File: src/rtl/vga_frame_tracker.sv
// Sync edge detection, frame counting and DELAY-stage re-timing of VGA timing signals.
// Start-of-frame/line pulses and frame_no stay cycle-aligned with the delayed sync outputs.
module vga_frame_tracker #(
  parameter int unsigned FRAME_W  = 9,
  parameter int unsigned POS_W    = 10,
  parameter logic        SYNC_ACT = 1'b1,
  parameter int unsigned DELAY    = 1
) (
  input  logic               clk,
  input  logic               rst_n,
  input  logic               hsync_in,
  input  logic               vsync_in,
  input  logic               display_on_in,
  input  logic [POS_W-1:0]   hpos_in,
  input  logic [POS_W-1:0]   vpos_in,
  input  logic               freeze,
  input  logic               step,
  output logic               hsync_out,
  output logic               vsync_out,
  output logic               display_on_out,
  output logic [POS_W-1:0]   hpos_out,
  output logic [POS_W-1:0]   vpos_out,
  output logic               sof,
  output logic               sol,
  output logic [FRAME_W-1:0] frame_no
);

  generate
    if (DELAY < 1 || DELAY > 4) begin : g_bad_delay
      $error("vga_frame_tracker: DELAY must be in 1..4");
    end
  endgenerate

  typedef struct packed {
    logic             hsync;
    logic             vsync;
    logic             display_on;
    logic [POS_W-1:0] hpos;
    logic [POS_W-1:0] vpos;
    logic             sof;
    logic             sol;
  } stage_t;

  localparam stage_t STAGE_RST = '{
    hsync:      ~SYNC_ACT,
    vsync:      ~SYNC_ACT,
    display_on: 1'b0,
    hpos:       '0,
    vpos:       '0,
    sof:        1'b0,
    sol:        1'b0
  };

  stage_t pipe [DELAY];
  stage_t stage1_c;
  logic   vs_hist;
  logic   hs_hist;
  logic   sof_next_c;
  logic   step_pending;
  logic   step_pending_nxt_c;
  logic   pend_eff_c;
  logic [FRAME_W-1:0] frame_no_nxt_c;

  // Stage 1 payload: raw inputs plus edge detection against last cycle's raw syncs
  always_comb begin
    stage1_c            = STAGE_RST;
    stage1_c.hsync      = hsync_in;
    stage1_c.vsync      = vsync_in;
    stage1_c.display_on = display_on_in;
    stage1_c.hpos       = hpos_in;
    stage1_c.vpos       = vpos_in;
    stage1_c.sof        = (vsync_in == SYNC_ACT) && (vs_hist != SYNC_ACT);
    stage1_c.sol        = (hsync_in == SYNC_ACT) && (hs_hist != SYNC_ACT);
  end

  // History resets to active so a sync already asserted at release makes no pulse
  always_ff @(posedge clk or negedge rst_n) begin
    if (!rst_n) begin
      vs_hist <= SYNC_ACT;
      hs_hist <= SYNC_ACT;
    end else begin
      vs_hist <= vsync_in;
      hs_hist <= hsync_in;
    end
  end

  always_ff @(posedge clk or negedge rst_n) begin
    if (!rst_n) begin
      for (int unsigned i = 0; i < DELAY; i++) pipe[i] <= STAGE_RST;
    end else begin
      pipe[0] <= stage1_c;
      for (int unsigned i = 1; i < DELAY; i++) pipe[i] <= pipe[i-1];
    end
  end

  // sof value about to enter the last stage, so frame_no changes together with sof
  generate
    if (DELAY == 1) begin : g_sof_d1
      assign sof_next_c = stage1_c.sof;
    end else begin : g_sof_dn
      assign sof_next_c = pipe[DELAY-2].sof;
    end
  endgenerate

  assign hsync_out      = pipe[DELAY-1].hsync;
  assign vsync_out      = pipe[DELAY-1].vsync;
  assign display_on_out = pipe[DELAY-1].display_on;
  assign hpos_out       = pipe[DELAY-1].hpos;
  assign vpos_out       = pipe[DELAY-1].vpos;
  assign sof            = pipe[DELAY-1].sof;
  assign sol            = pipe[DELAY-1].sol;

  // A step arriving on the consuming edge counts as already pending
  always_comb begin
    pend_eff_c         = step_pending | step;
    step_pending_nxt_c = pend_eff_c;
    frame_no_nxt_c     = frame_no;
    if (sof_next_c) begin
      if (!freeze) begin
        frame_no_nxt_c = frame_no + FRAME_W'(1);
      end else if (pend_eff_c) begin
        frame_no_nxt_c     = frame_no + FRAME_W'(1);
        step_pending_nxt_c = 1'b0;
      end
    end
  end

  always_ff @(posedge clk or negedge rst_n) begin
    if (!rst_n) begin
      frame_no     <= '0;
      step_pending <= 1'b0;
    end else begin
      frame_no     <= frame_no_nxt_c;
      step_pending <= step_pending_nxt_c;
    end
  end

endmodule

File: config.mk
export PLATFORM = sky130hd
export DESIGN_NAME = vga_frame_tracker
export DESIGN_NICKNAME = d
export VERILOG_FILES = /design/src/rtl/vga_frame_tracker.sv
export SDC_FILE = /design/constraint.sdc
export NUM_CORES = 1
export LEC_CHECK = 0
export BUFFER_PORTS_ARGS = -buffer_cell sky130_fd_sc_hd__buf_4
export CORE_MARGIN = 3
export CORE_UTILIZATION = 43
export DETAILED_ROUTE_END_ITERATION = 8
export GPL_TIMING_DRIVEN = 0
export HOLD_SLACK_MARGIN = 0.06
export PLACE_DENSITY = 0.88
export SYNTH_ARGS = -nofsm -noshare
export SYNTH_HDL_FRONTEND = slang
export SYNTH_SLANG_ARGS = --single-unit
File: constraint.sdc
create_clock -name clk -period 1.4 [get_ports clk]
set_input_delay 0.21 -clock clk [delete_from_list [all_inputs] [get_ports clk]]
set_output_delay 0.21 -clock clk [all_outputs]
set_load 0.005 [all_outputs]
==> out/qor.yml <==
grt:
  antenna_found_initial: 0
  grt.total_usage: 0.185
  grt_pass1_vias: 1020
  grt_max_degree: 38
  overflow: 0
  grt_pass1_wl_mm: 4.66
power:
  power.leakage_nw: 0.992
  power.density_mw_per_mm2: 1250
  ir_drop_mv: 1.10
  power.total_mw: 2.48
synthesis:
  synthAdderAreaFrac: 0.0106
  synthTopCellsByArea: "dfrtp_1 74%, xor2_1 5.2%, dfstp_2 4.5%, nor3b_4 1.6%, nor3_1 1.3%"
  synth.avg_cell_area_um2: 17.6
  yosysSeqAreaShare: 0.788
  async_flop_share: 1.00
  synthCells: 67
  synth_xor_area_frac: 0.0594
  yosysWarnings: 0
  synth_nets: 95
  synth_seq_cells: 37
  yosysUniqueCellTypes: 22
  synth_compound_area_frac: 0.00425
  synth_top_family_by_area: "simple AND/OR/NAND/NOR gates"
  synthMuxAreaShare: 0.0127
  yosysTopAreaCell: "dfrtp_1"
  yosys-top-cells-count: "35 x dfrtp_1, 7 x xor2_1, 3 x nor3_1"
  synth_area_mm2: 0.00118
  synthSimpleGateAreaFrac: 0.119
  synthFlopType: "dfrtp_1"
  synth_edf_count: 0
  synth_top_area_share: 0.743
  post-synth-top-count-cell: "dfrtp_1"
sta:
  setup-tns-final_ns: 0
  rsz0062_at_grt: "false"
  finalCritPeriodShare: 0.947
  max_slew_margin: 0.704
  timing.hold.ws_ns: 0.194
  hold_viol_final: 0
  worst_slew_pin_slew_ns: 0.444
  finalClockSkew_ns: 0.00650
  max_freq_ghz: 0.754
  setup_violations: 0
  period_minus_slack_ns: 1.33
  slew_violations: 0
floorplanning:
  rows: 18
  dieArea_mm2: 0.00341
  die_x_um: 58.4
  ioPinCount: 61
  initial_core_util: 0.463
  die_h_um: 58.4
  core_area_mm2: 0.00254
worst_setup_path:
  critical_path_class: "reg -> reg"
  cp_top_family: "simple AND/OR/NAND/NOR gates"
  worstSetupStartpointType: "register"
  slowest_stage: "dfrtp_1"
  critical_path_buf_inv_count: 0
  crit_path_end_kind: "register"
  slowest_delay_ns: 0.42
  crit_path_cell_trace: "nor3b_4 > nor2_2 > mux2_4"
  crit_arrival_ns: 1.54
  cp.required_ns: 1.62
  crit_path_max_fanout: 8
clock_tree:
  cts_root_buffer: "clkbuf_4"
  clockBufferDepth: 2
  clk_latency_ns: 0.33
  clock_sinks: 37
  cts_buffers: 5
  cts_tree: "built"
  h-tree-depth: 2
  cts.reportedPaths.clkPinSlew_ns: 0.10
routing:
  drc: 0
  num_vias: 872
  first_pass_iters: 3
  routedWlPerCell_um: 15.5
  via_per_inst: 4.54
  routed_wl_mm: 2.98
  ant_nets: 0
  drtIter0Drc: 13
hold_path:
  hold_class: "in -> reg"
final_layout:
  fillers: 146
  regArea_um2: 930
  multi_input_comb_area_um2: 243
  drive_above_1_share: 0.488
  antenna_cells: 0
  syn_to_final_growth_pct: 68.4
  fin_nets: 189
placed_design:
  gp_congestion: 0.714
  dp_hpwl_mm: 1.74
  portBuffers: 60
outcome:
  status: "completed"
flow_run:
  cap_violations: 0
==> tightest hold or removal path: stages <==
cell     delay, ns
buf_4         0.12
nor2_1        0.10
a21oi_1       0.06
==> layer usage <==
| layer | vias to the layer above | GRT usage | wire (um) |
|---|---|---|---|
| met5 | - | 0 | 0 |
| met4 | 0 | 0.0497 | 31 |
| met3 | 5 | 0.0570 | 295 |
| met2 | 50 | 0.319 | 1480 |
| met1 | 409 | 0.224 | 1170 |
| li1 | 408 | - | - |
==> kinds of logic after synthesis <==
| kind of cell | count (synthesis) |
|---|---|
| AOI/OAI and AO/OA | 1 |
| xor gates and xnor gates | 8 |
| adders and majority gates | 1 |
| buffers and inverters | 2 |
| DFF | 37 |
| muxes | 1 |
| and+or+nand+nor | 17 |
==> layout make-up <==
| class | instances | area share |
|---|---|---|
| multi-input cells | 28 | 0.122 |
| well taps | 30 | 0.0189 |
| clock inverters | 2 | 0.00504 |
| clock buffers | 6 | 0.0208 |
| repair buffers | 87 | 0.361 |
| flip-flops and latches | 37 | 0.468 |
| inverters | 2 | 0.00378 |
==> stage by stage <==
step	util	cells	cell area [um2]	setup WS (ns)
6_report	0.780	192	1980	0.0740
5_1_grt	0.780	192	1980	0.0108
4_1_cts	0.773	190	1970	0.0679
3_5_place_dp	0.655	157	1670	0.0852
3_3_place_gp	0.655	157	1670	0.0963
2_1_floorplan	-	67	1180	0.183
==> placed cells by master, fill, tap and decap left out, types with 2 or more instances in the layout <==
cell type	synthesis	layout
buf_4	0	62
clkbuf_4	0	5
clkinv_2	0	2
dfrtp_1	35	34
dfstp_2	2	2
dlygate4sd3_1	0	25
inv_1	2	2
nand3_1	2	2
nor3_1	3	3
xor2_1	7	7
==> report_power, final <==
| group | switching [mW] | internal, mW |
|---|---|---|
| Sequential | 0.140 | 1.21 |
| Combinational | 0.210 | 0.384 |
| Clock | 0.339 | 0.192 |
| Total | 0.689 | 1.79 |
==> final timing paths <==
kind	slack, ns	depth (start not counted)	to	from
setup / recovery	0.07	3	frame_no[1]$_DFFE_PN0P_	step_pending$_DFF_PN0_
hold / removal	0.19	3	step_pending$_DFF_PN0_	step
setup reg to reg	0.07	3	frame_no[1]$_DFFE_PN0P_	step_pending$_DFF_PN0_
hold reg to reg	0.48	1	frame_no[8]$_DFFE_PN0P_	frame_no[8]$_DFFE_PN0P_
max in group asynchronous	0.66	2	vs_hist$_DFF_PN1_	rst_n
min in group asynchronous	0.39	2	hsync_out$_DFF_PN0_	rst_n
==> what timing repair did <==
action,CTS,global route
setup endpoints to repair,0,1
endpoints found under the hold margin,61,0
hold buffers,25,0
setup buffers,0,2
gates resized for setup,0,1
==> sequential cells by signal (all words and copies together), names as in the netlist <==
signal          flops
display_on_out      1
step_pending        1
frame_no            9
hsync_out           1
hs_hist             1
vs_hist             1
sof                 1
vpos_out           10
hpos_out           10
sol                 1
vsync_out           1
(Power assumes the default switching activity.)
